--- src/rtl/dp_cu_pkg.sv ---
`default_nettype none
// ============================================================================
// Module   : dp_cu_pkg
// Brief    : Shared types and constants for the 4-bit datapath control unit:
//            sequencer state encoding, instruction opcodes and ALU selects.
// Revision : 1.0 - initial release
// ============================================================================
package dp_cu_pkg;

    // Sequencer states, explicitly encoded in 3 bits
    typedef enum logic [2:0] {
        IDLE   = 3'd0,
        FETCH  = 3'd1,
        READ   = 3'd2,
        EXEC   = 3'd3,
        WB     = 3'd4,
        HALTED = 3'd5,
        ERROR  = 3'd6
    } state_t;

    // Instruction opcodes
    localparam logic [3:0] OPC_AND  = 4'h0;
    localparam logic [3:0] OPC_OR   = 4'h1;
    localparam logic [3:0] OPC_ADD  = 4'h2;
    localparam logic [3:0] OPC_SUB  = 4'h3;
    localparam logic [3:0] OPC_SLT  = 4'h4;
    localparam logic [3:0] OPC_NOP  = 4'h5;
    localparam logic [3:0] OPC_HALT = 4'hF;

    // ALU function selects
    localparam logic [1:0] ALU_AND = 2'd0;
    localparam logic [1:0] ALU_OR  = 2'd1;
    localparam logic [1:0] ALU_ADD = 2'd2;
    localparam logic [1:0] ALU_SLT = 2'd3;

endpackage : dp_cu_pkg
`default_nettype wire

--- src/rtl/dp_cu_decode.sv ---
`default_nettype none
// ============================================================================
// Module   : dp_cu_decode
// Brief    : Combinational opcode decoder. Maps a 4-bit opcode onto the ALU
//            op/cin/binv controls, the register-file write enable and the
//            halt indication. Unknown opcodes behave as NOP.
// Revision : 1.0 - initial release
// ============================================================================
module dp_cu_decode
    import dp_cu_pkg::*;
(
    input  logic [3:0] i_opcode,
    output logic [1:0] o_op,
    output logic       o_cin,
    output logic       o_binv,
    output logic       o_writes,
    output logic       o_is_halt
);

    // Opcode table; SUB and SLT subtract by inverting B and forcing carry-in
    always_comb begin
        o_op      = ALU_AND;
        o_cin     = 1'b0;
        o_binv    = 1'b0;
        o_writes  = 1'b0;
        o_is_halt = 1'b0;
        case (i_opcode)
            OPC_AND: begin
                o_op     = ALU_AND;
                o_writes = 1'b1;
            end
            OPC_OR: begin
                o_op     = ALU_OR;
                o_writes = 1'b1;
            end
            OPC_ADD: begin
                o_op     = ALU_ADD;
                o_writes = 1'b1;
            end
            OPC_SUB: begin
                o_op     = ALU_ADD;
                o_cin    = 1'b1;
                o_binv   = 1'b1;
                o_writes = 1'b1;
            end
            OPC_SLT: begin
                o_op     = ALU_SLT;
                o_cin    = 1'b1;
                o_binv   = 1'b1;
                o_writes = 1'b1;
            end
            OPC_NOP: begin
                o_op = ALU_AND;
            end
            OPC_HALT: begin
                o_is_halt = 1'b1;
            end
            default: begin
                o_op = ALU_AND;
            end
        endcase
    end

endmodule : dp_cu_decode
`default_nettype wire

--- src/rtl/dp_control_unit.sv ---
`default_nettype none
// ============================================================================
// Module   : dp_control_unit
// Brief    : Multi-cycle sequencer for the 4-bit datapath (PC, 4x4 register
//            file, 4-bit ALU). Fetches a 16-bit instruction through a
//            valid/request handshake, then walks READ -> EXEC -> WB driving
//            the register-file addresses/strobe, ALU controls and PC pulse.
//            Optional macro DP_CU_RETIRE_CNT_EN builds a saturating count of
//            retired instructions; otherwise retired_cnt is tied to zero.
// Revision : 1.0 - initial release
// ============================================================================
module dp_control_unit
    import dp_cu_pkg::*;
#(
    parameter int unsigned FETCH_TIMEOUT = 8,
    parameter int unsigned OPC_LSB       = 8
) (
    input  logic        clk,
    input  logic        clr,
    input  logic        start,
    input  logic        instr_valid,
    input  logic [15:0] instruction,
    output logic        instr_req,
    output logic        pc_inc,
    output logic [1:0]  rf_ra1,
    output logic [1:0]  rf_ra2,
    output logic [1:0]  rf_wa,
    output logic        wr,
    output logic [1:0]  op,
    output logic        cin,
    output logic        binv,
    output logic        busy,
    output logic        halted,
    output logic        err,
    output logic [7:0]  retired_cnt
);

    localparam logic [3:0] c_tmo_limit = FETCH_TIMEOUT[3:0];

    state_t      r_state;
    state_t      w_next_state;
    logic [15:0] r_ir;
    logic [3:0]  r_tmo_cnt;
    logic [3:0]  w_tmo_next;

    logic [1:0]  w_dec_op;
    logic        w_dec_cin;
    logic        w_dec_binv;
    logic        w_dec_writes;
    logic        w_dec_is_halt;
    logic        w_alu_phase;
    logic        w_unused_ir;

    assign w_tmo_next = r_tmo_cnt + 4'd1;

    dp_cu_decode u_decode (
        .i_opcode  (r_ir[OPC_LSB +: 4]),
        .o_op      (w_dec_op),
        .o_cin     (w_dec_cin),
        .o_binv    (w_dec_binv),
        .o_writes  (w_dec_writes),
        .o_is_halt (w_dec_is_halt)
    );

    // State register, instruction register and fetch-stall counter
    always_ff @(posedge clk) begin
        if (!clr) begin
            r_state   <= IDLE;
            r_ir      <= 16'd0;
            r_tmo_cnt <= 4'd0;
        end else begin
            r_state <= w_next_state;
            if (r_state == FETCH) begin
                if (instr_valid) begin
                    r_ir      <= instruction;
                    r_tmo_cnt <= 4'd0;
                end else begin
                    r_tmo_cnt <= w_tmo_next;
                end
            end
        end
    end

    // Next-state logic; HALTED and ERROR hold until reset
    always_comb begin
        w_next_state = r_state;
        case (r_state)
            IDLE: begin
                if (start) w_next_state = FETCH;
            end
            FETCH: begin
                if (instr_valid)                    w_next_state = READ;
                else if (w_tmo_next == c_tmo_limit) w_next_state = ERROR;
            end
            READ:    w_next_state = EXEC;
            EXEC:    w_next_state = w_dec_is_halt ? HALTED : WB;
            WB:      w_next_state = FETCH;
            HALTED:  w_next_state = HALTED;
            ERROR:   w_next_state = ERROR;
            default: w_next_state = IDLE;
        endcase
    end

    // Outputs are decoded purely from the registered state and IR
    assign w_alu_phase = (r_state == EXEC) || (r_state == WB);

    assign instr_req = (r_state == FETCH);
    assign pc_inc    = (r_state == WB);
    assign wr        = ~((r_state == WB) && w_dec_writes);
    assign op        = w_alu_phase ? w_dec_op   : ALU_AND;
    assign cin       = w_alu_phase ? w_dec_cin  : 1'b0;
    assign binv      = w_alu_phase ? w_dec_binv : 1'b0;
    assign busy      = (r_state == FETCH) || (r_state == READ) ||
                       (r_state == EXEC)  || (r_state == WB);
    assign halted    = (r_state == HALTED);
    assign err       = (r_state == ERROR);

    assign rf_ra1 = r_ir[7:6];
    assign rf_ra2 = r_ir[5:4];
    assign rf_wa  = r_ir[3:2];

    // Whole word is kept in IR; bits outside the decoded fields are unused
    assign w_unused_ir = &{1'b0, r_ir};

`ifdef DP_CU_RETIRE_CNT_EN
    logic [7:0] r_retired_cnt;

    // Saturating count of instructions reaching write-back (HALT never does)
    always_ff @(posedge clk) begin
        if (!clr) begin
            r_retired_cnt <= 8'd0;
        end else if ((r_state == WB) && (r_retired_cnt != 8'hFF)) begin
            r_retired_cnt <= r_retired_cnt + 8'd1;
        end
    end

    assign retired_cnt = r_retired_cnt;
`else
    assign retired_cnt = 8'd0;
`endif

endmodule : dp_control_unit
`default_nettype wire
--- config.mk ---
export PLATFORM = sky130hd
export DESIGN_NAME = dp_control_unit
export DESIGN_NICKNAME = d
export VERILOG_FILES = /design/src/rtl/dp_cu_pkg.sv /design/src/rtl/dp_cu_decode.sv /design/src/rtl/dp_control_unit.sv
export SDC_FILE = /design/constraint.sdc
export NUM_CORES = 1
export LEC_CHECK = 0
export CORE_MARGIN = 2
export CORE_UTILIZATION = 35
export CTS_CLUSTER_SIZE = 12
export DETAILED_ROUTE_END_ITERATION = 10
export GPL_TIMING_DRIVEN = 0
export HOLD_SLACK_MARGIN = 0.05
export PLACE_DENSITY = 0.78
export SLEW_MARGIN = 15
export SYNTH_ARGS = -nofsm -noshare
export SYNTH_HDL_FRONTEND = slang
export SYNTH_SLANG_ARGS = --single-unit
export TNS_END_PERCENT = 5
--- constraint.sdc ---
create_clock -name clk -period 1.7 [get_ports clk]
set_input_delay 0.17 -clock clk [delete_from_list [all_inputs] [get_ports clk]]
set_output_delay 0.17 -clock clk [all_outputs]
set_load 0.1 [all_outputs]
# --- After elaboration in Yosys (flattened, before gate mapping) ---
# Index checks and enable logic that the tools add are counted.
classes:
  n_addsub: 1
  eq_ne: 14
  mux: 12
  n_bitwise: 1
  reduce_logical: 12
ops:
  columns: ["cell", "n"]
  rows:
  - ["$pmux W3 S7", 1]
  - ["$eq A3 B3 Y1 const B", 3]
  - ["$mux W3", 3]
  - ["$eq A4 B2 Y1 const B", 2]
  - ["$eq A4 B4 Y1 const B", 2]
  - ["$eq A3 B2 Y1 const B", 2]
  - ["$pmux W2 S3", 1]
  - ["$mux W1", 5]
  - ["$reduce_or A5 Y1", 1]
  - ["$add A4 B1 Y4 const B", 1]
  - ["$eq A4 B1 Y1 const B", 1]
  - ["$eq A4 B3 Y1 const B", 1]
  - ["$logic_not A4 Y1", 1]
  - ["$logic_or A1 B1 Y1", 4]
  - ["$mux W4", 1]
  - ["$reduce_and A2 Y1", 2]
  - ["$reduce_or A2 Y1", 2]
  - ["$eq A3 B1 Y1 const B", 1]
  - ["$logic_not A3 Y1", 1]
  - ["$ne A3 B2 Y1 const B", 1]
  - ["$mux W2", 1]
  - ["$ne A2 B2 Y1 const B", 1]
  - ["$logic_and A1 B1 Y1", 1]
  - ["$not A1 Y1", 1]
totals:
  register_bits: 19
  wordCells: 43

# --- Depth between registers and ports, before layout ---
# Gate-level depths: netlist of run 1.
depth:
  word_depth: 5
  ltp_mapped: 6
  depth_no_buf: 5

# --- Hierarchy ---
# From an unflattened synthesis of run 1, not the netlist that was laid out.
unflattened:
  hier_cells: 133
  hier_area_um2: 1091.0
modules_own_cells:
  columns: ["module", "instances", "cells_per_inst", "area_per_inst_um2"]
  rows:
  - ["dp_control_unit", 1, 122, 1017.2]
  - ["dp_cu_decode", 1, 11, 73.8]

# --- Worst setup path before layout of run 1 ---
# No wires, ideal clock.
synth_timing:
  path_type: "reg2out"
  startpoint: "register r_state[1]"
  endpoint: "output port op[0]"
  arrival_time_ns: 3.752
  setup_slack_ns: -2.222
  path_stages_with_launch: 6
  n_path_buf: 1
  cell_sequence: "dfxtp_1 buf_6 nor2_1 and2_1 o21bai_1 nor3_1"
synth_between:
  elab_chain_cells: 3
  elab_cells_between_ends: 4
  cone_classes: "2 x eq/ne; 1 x mux; 1 x reduce/logical"
synth_lines:
  columns: ["element", "line_no", "source"]
  rows:
  - ["from (decl)", "dp_control_unit.sv:40", "state_t r_state;"]
  - ["from (signal assigned)", "dp_control_unit.sv:72", "r_state <= w_next_state;"]
  - ["$eq A3 B3 Y1", null, null]
  - ["via pc_inc", "dp_control_unit.sv:24", "output logic pc_inc,"]
  - ["$logic_or A1 B1 Y1", "dp_control_unit.sv:105", "assign w_alu_phase = (r_state == EXEC) || (r_state == WB);"]
  - ["$mux W2", "dp_control_unit.sv:110", "assign op = w_alu_phase ? w_dec_op : ALU_AND;"]
  - ["to (decl)", "dp_control_unit.sv:29", "output logic [1:0] op,"]
# The timed path passes the listed nets, and every way through them passes these cells.

# --- Worst setup path after layout of run 1 ---
layout_timing:
  startpoint: "register r_state[1]"
  endpoint: "output port cin"
layout_between:
  elab_chain_cells: 3
  elab_cells_between_ends: 4
  cone_classes: "2 x eq/ne; 1 x mux; 1 x reduce/logical"
layout_lines:
  columns: ["element", "line_no", "source"]
  rows:
  - ["$eq A3 B2 Y1 / $eq A3 B3 Y1 (equally long branches)", "dp_control_unit.sv:105", null]
  - ["$logic_or A1 B1 Y1 *", "dp_control_unit.sv:105", null]
  - ["$mux W1 *", "dp_control_unit.sv:111", "assign cin = w_alu_phase ? w_dec_cin : 1'b0;"]
  - ["to (decl)", "dp_control_unit.sv:30", "output logic cin,"]
# Mark *: on every way between the ends. The rest lies on a longest branch, timed or not.

==> results.json, run 1 <==
{
  "crit_path_end_kind": "output port",
  "p_sw_share_pct": 40.73,
  "pre_cts_ws_ns": -0.9179,
  "drtAntennaViolNets": 0,
  "drive_gt1_share_pct": 33.33,
  "rsz0062_at_grt": "true",
  "async_flop_share_pct": 0,
  "fp-row-count": 19,
  "numCtsBuffers": 3,
  "synth.largest_area_cell": "dfxtp_1",
  "violations": "setup timing",
  "intPower_uw": 653.3,
  "postSynthAreaPerCell_um2": 7.875,
  "clkLatencyLatePin_ns": 0.28,
  "p_clk_share_pct": 19.5,
  "drc": 0,
  "skew_ns": 0.001570,
  "pwr-share-comb_pct": 40.3,
  "synth_edf_count": 0,
  "synth_common_cells": "28 x nand2_1, 17 x dfxtp_1, 16 x buf_4",
  "ys_dominant_reg_cell": "dfxtp_1",
  "ios": 44,
  "antenna_found_initial": 0,
  "grt_max_degree": 11,
  "yosysMostFrequentCell": "nand2_1",
  "p_per_area_mw_per_mm2": 732.9,
  "fillerInstances": 258,
  "setup_viol": 2,
  "finalHoldViolCount": 0,
  "gr-usage-all-layers_pct": 15.00,
  "ys_seq_area_share_pct": 34.30,
  "fmax_ghz": 0.5609,
  "regArea_um2": 349.1,
  "die_height_um": 57.25,
  "coreArea_mm2": 0.002734,
  "clk_pin_slew_ns": 0.10,
  "wl_per_cell_um": 11.87,
  "reg2regPathDepth": 5,
  "synth_cell_type_count": 32,
  "port_buffers": 29,
  "drt_iter0_markers": 11,
  "status": "complete, but fails checks",
  "vias": 954,
  "min_path_type": "input pin to flip-flop",
  "seqPwrFrac_pct": 40.2,
  "start_util_pct": 36.29,
  "die_area_mm2": 0.003277,
  "placed_cell_area_mm2": 0.001400,
  "regToRegEndpoint": "r_tmo_cnt[3]$_SDFFE_PN0N_",
  "synth_area_um2": 992.2,
  "fin_area_mm2": 0.001504,
  "synth-seq-cells": 17,
  "grt_pass1_vias": 938,
  "cts_tree": "done",
  "final_max_slew_viol_count": 0,
  "cts_buffer_depth": 2,
  "worstReg2RegStart": "r_state[1]$_SDFFE_PN0P_",
  "ys_warn_count": 0,
  "final.period_utilization_pct": 104.9,
  "worst_slack_ns": -0.08293,
  "gp_congestion": 0.7300,
  "vdd_ir_drop_max_mv": 0.6788,
  "overflow": 0,
  "min_to": "r_ir[8]$_SDFFE_PN0P_",
  "num_antenna_cells": 0,
  "netlist_instances": 126,
  "r2r_setup_slack_ns": 0.05,
  "area_growth_pct": 51.58,
  "switching_power_uw": 448.9,
  "maxCapViolations": 0,
  "worstPathMaxFanout": 5,
  "yosysTopAreaCellShare_pct": 34.30,
  "synth.area.top_cells": "dfxtp_1 34%, buf_4 12%, nand2_1 11%",
  "p_leak_uw": 0.0006160,
  "post-route-util_pct": 55.01,
  "multi_input_comb_area_um2": 598.1,
  "crit_type": "flip-flop to output port",
  "avgViaCountPerCell": 4.723,
  "hpwlAfterDp_um": 1809,
  "cp.required_ns": 1.53,
  "cp.arrival_ns": 1.61,
  "h-tree-depth": 1,
  "hold_depth": 3,
  "final_nets": 193,
  "cp-start-kind": "flip-flop",
  "worstHoldStart": "instruction[8]",
  "grt_first_pass_wirelength_um": 3967,
  "min_period_ns": 1.783,
  "cts_sinks": 17,
  "dr.pass1.iters": 4,
  "die_w_um": 57.25,
  "routed_wirelength_um": 2397,
  "ctsRootBufferMaster": "clkbuf_4"
}
## cell type report
type                            count  share of cell area, %
Buffer                             19                  10.82
Multi-Input combinational cell     95                  39.77
Clock buffer                        4                  1.747
Tap cell                           31                  2.579
Sequential cell                    17                  23.21
Inverter                            2                 0.4992
Timing Repair Buffer               34                  21.38
## power by group through the flow
stage	combinational [uW]	clock [uW]	sequential, uW
final	444	215	443
after global routing	464	246	447
after CTS	433	223	443
after detailed placement	415	0	451
after global placement	408	0	448
after floorplan	328	0	444
## critical path, stage by stage, from the launching register on
cell and delay, ns:
dfxtp_2 0.34, buf_6 0.12, nor2_4 0.12, and2_4 0.18, o21bai_4 0.10, a21oi_4 0.19
buf_12 0.13, buf_12 0.16
## stage by stage
step / hold WS, ns / std cells / TNS [ns] / total power, uW
floorplan: 0.3049 / 133 / -3.461 / 772.5
global placement: 0.4516 / 193 / -6.342 / 856.3
detailed placement: 0.4651 / 193 / -6.871 / 865.4
CTS: 0.4166 / 201 / -0.1230 / 1099
global route: 0.4056 / 202 / -0.3075 / 1157
finish: 0.4257 / 202 / -0.1412 / 1102
## kinds of logic after synthesis
| kind of cell | Yosys count | synth area share [%] |
|---|---|---|
| xor gates and xnor gates | 2 | 1.766 |
| adders and majority gates | 1 | 1.261 |
| other | 1 | 0.3779 |
| buffers and inverters | 21 | 14.75 |
| AOI/OAI and AO/OA | 31 | 20.93 |
| DFF | 17 | 34.30 |
| and+or+nand+nor | 53 | 26.61 |
## sequential cells by signal, indices dropped and copies added (netlist names)
| register | flops |
|---|---|
| r_ir | 10 |
| r_state | 3 |
| r_tmo_cnt | 4 |
## cells in the final DEF (no fill, tap or decap), types with 2 or more instances in the layout
cell and n:
clkdlybuf4s50_1 13, buf_6 2, a21boi_0 11, dfxtp_1 14, buf_8 3, dfxtp_4 2
a21boi_1 2, inv_2 2, o21ai_0 5, nand3_1 2, buf_12 3, and2_1 2
clkbuf_4 4, nand3b_1 4, conb_1 8, and3_1 2, a21oi_1 4, nor2_1 3
nand2_1 28, buf_2 4, buf_4 26, nand2b_1 2, clkbuf_1 2
## per-layer routing
metal / vias up / global-route usage (%) / wire (um)
li1: 496 / - / -
met1: 428 / 17.11 / 1021
met2: 28 / 28.08 / 1230
met3: 2 / 1.814 / 132
met4: 0 / 5.980 / 12
met5: - / 0 / 0
## worst max-delay path by stage
stage           to                     from  slack (ns)  cells past startpoint
2_1_floorplan  cin  r_state[1]$_SDFFE_PN0P_       -0.56                      6
4_1_cts        cin  r_state[1]$_SDFFE_PN0P_       -0.08                      7
3_3_place_gp   cin  r_state[1]$_SDFFE_PN0P_       -0.88                      7
3_5_place_dp   cin  r_state[1]$_SDFFE_PN0P_       -0.92                      7
5_1_grt        cin  r_state[1]$_SDFFE_PN0P_       -0.13                      7
6_report       cin  r_state[1]$_SDFFE_PN0P_       -0.08                      7
## repair_timing
action	in CTS	in global routing
hold buffers	0	0
setup buffers	4	1
endpoints found under the setup margin	16	8
pin swaps	6	6
gates resized for setup	87	8
Power figures use the tool's default switching activity.
==> inputs of run 2 (changes only) <==
--- a/config.mk
+++ b/config.mk
@@ -5,7 +5,7 @@
 export SDC_FILE = /design/constraint.sdc
 export NUM_CORES = 1
 export LEC_CHECK = 0
-export CORE_MARGIN = 2
+export CORE_MARGIN = 5
 export CORE_UTILIZATION = 35
 export CTS_CLUSTER_SIZE = 12
 export DETAILED_ROUTE_END_ITERATION = 10
==> constraint.sdc (replaced) <==
create_clock -name clk -period 2 [get_ports clk]
set_input_delay 0.2 -clock clk [delete_from_list [all_inputs] [get_ports clk]]
set_output_delay 0.2 -clock clk [all_outputs]
set_load 0.1 [all_outputs]
==> results.json, run 2 (same netlist as run 1, synthesis figures left out) <==
{
  "status": "complete, but fails checks",
  "violations": "setup timing",
  "relSlewSlack_pct": 63.91,
  "vdd_ir_drop_max_mv": 0.4682,
  "placed_cell_area_mm2": 0.001400,
  "drive_gt1_share_pct": 28.92,
  "start_util_pct": 36.29,
  "port_buffers": 29,
  "fp-row-count": 19,
  "numCtsBuffers": 3,
  "fillerInstances": 275,
  "grt_max_degree": 11,
  "top_regs": "r_ir: 10 flops, r_tmo_cnt: 4 flops, r_state: 3 flops",
  "clkLatencyLatePin_ns": 0.30,
  "cts_tree": "done",
  "vias": 931,
  "worst_slew_pin_slew_ns": 0.5439,
  "setup_viol": 2,
  "min_path_type": "input pin to flip-flop",
  "finalHoldViolCount": 0,
  "top_register": "r_ir",
  "p_total_uw": 914.6,
  "die_height_um": 63.25,
  "multi_input_comb_area_um2": 579.3,
  "pre_cts_ws_ns": -0.6240,
  "cts_buffer_depth": 2,
  "drc": 0,
  "p_per_area_mw_per_mm2": 646.9,
  "h-tree-depth": 1,
  "fmax_ghz": 0.4863,
  "ctsRootBufferMaster": "clkbuf_4",
  "num_antenna_cells": 0,
  "final_nets": 188,
  "fin_area_mm2": 0.001414,
  "rsz0062_at_grt": "true",
  "skew_ns": 0.008286,
  "largest_reg_flops": 10,
  "grt_pass1_vias": 938,
  "crit_path_end_kind": "output port",
  "worstHoldStart": "instruction[2]",
  "die_w_um": 63.25,
  "crit_type": "flip-flop to output port",
  "cp.arrival_ns": 1.86,
  "drt_iter0_markers": 17,
  "routed_wirelength_um": 2325,
  "cp-start-kind": "flip-flop",
  "worstReg2RegStart": "r_state[0]$_SDFFE_PN0P_",
  "die_area_mm2": 0.004000,
  "coreArea_mm2": 0.002734,
  "final_common_cell": "nand2_1",
  "final_max_slew_viol_count": 0,
  "area_growth_pct": 42.50,
  "maxCapViolations": 0,
  "cts_sinks": 17,
  "final.period_utilization_pct": 102.8,
  "overflow": 0,
  "gr-usage-all-layers_pct": 11.89,
  "wl_per_cell_um": 11.80,
  "ios": 44,
  "dr.pass1.iters": 4,
  "avgViaCountPerCell": 4.726,
  "grt_first_pass_wirelength_um": 3926,
  "worstPathMaxFanout": 10,
  "hold_slack_ns": 0.4557,
  "gp_congestion": 0.7001,
  "mostFrequentLayoutCells": "28 x nand2_1, 22 x buf_4, 17 x dfxtp_1",
  "antenna_found_initial": 0,
  "p_leak_uw": 0.0005756,
  "hpwlAfterDp_um": 1807,
  "cp.required_ns": 1.80,
  "worstSetupStartpoint": "r_state[2]$_SDFFE_PN0P_",
  "min_period_ns": 2.056,
  "worst_slack_ns": -0.05627,
  "clk_pin_slew_ns": 0.11,
  "drtAntennaViolNets": 0,
  "regArea_um2": 340.3
}
==> run 2: path summary, 6_finish.rpt <==
| kind | to | slack (ns) | cells after the start |
|---|---|---|---|
| worst max-delay path | cin | -0.06 | 6 |
| worst min-delay path | r_ir[2]$_SDFFE_PN0P_ | 0.46 | 3 |
| worst max register to register | r_ir[11]$_SDFFE_PN0P_ | 0.36 | 6 |
| worst min register to register | r_ir[6]$_SDFFE_PN0P_ | 0.48 | 2 |
==> run 2: area by class of cell <==
type / count / share of cell area [%]
well taps: 31 / 2.743
flip-flops and latches: 17 / 24.07
plain buffers: 19 / 10.71
repair buffers: 29 / 19.03
clock buffers: 3 / 1.593
inverters: 2 / 0.5310
clock inverters: 1 / 0.3540
multi-input cells: 95 / 40.97
==> run 2: report_power, final <==
part           internal (uW)  switching, uW  leakage, uW  total [uW]
combinational            102            246     0.000420         348
clock                   74.5            116    0.0000177         191
sequential               356           20.1     0.000138         376
==> run 2: metal layers <==
metal / wire length [um] / part of all wire, % / vias to the layer above / global-route usage [%]
met2: 1120 / 48 / 34 / 20.26
met4: 26 / 1.1 / 0 / 7.013
li1: - / - / 481 / -
met1: 959 / 41 / 412 / 12.00
met3: 218 / 9.4 / 4 / 4.973
met5: 0 / 0 / - / 0
==> run 2: timing repair <==
action	in CTS	in global routing
hold buffers	0	0
gates resized for setup	55	5
endpoints found under the setup margin	16	10
buffers inserted	0	0
==> run 2: per-stage QoR <==
stage | instances | util [%] | setup TNS (ns)
3_5_place_dp | 193 | 51.21 | -3.707
4_1_cts | 197 | 51.49 | -0.2430
6_report | 197 | 51.72 | -0.07239
3_3_place_gp | 193 | 51.21 | -3.547
5_1_grt | 197 | 51.72 | -0.8039
2_1_floorplan | 133 | - | -1.075
==> run 2: critical path: stages, from the launching register on <==
cell,delay (ns)
dfxtp_1,0.40
clkbuf_1,0.41
nor3b_2,0.10
o21bai_2,0.29
a21oi_4,0.07
buf_12,0.13
buf_12,0.15
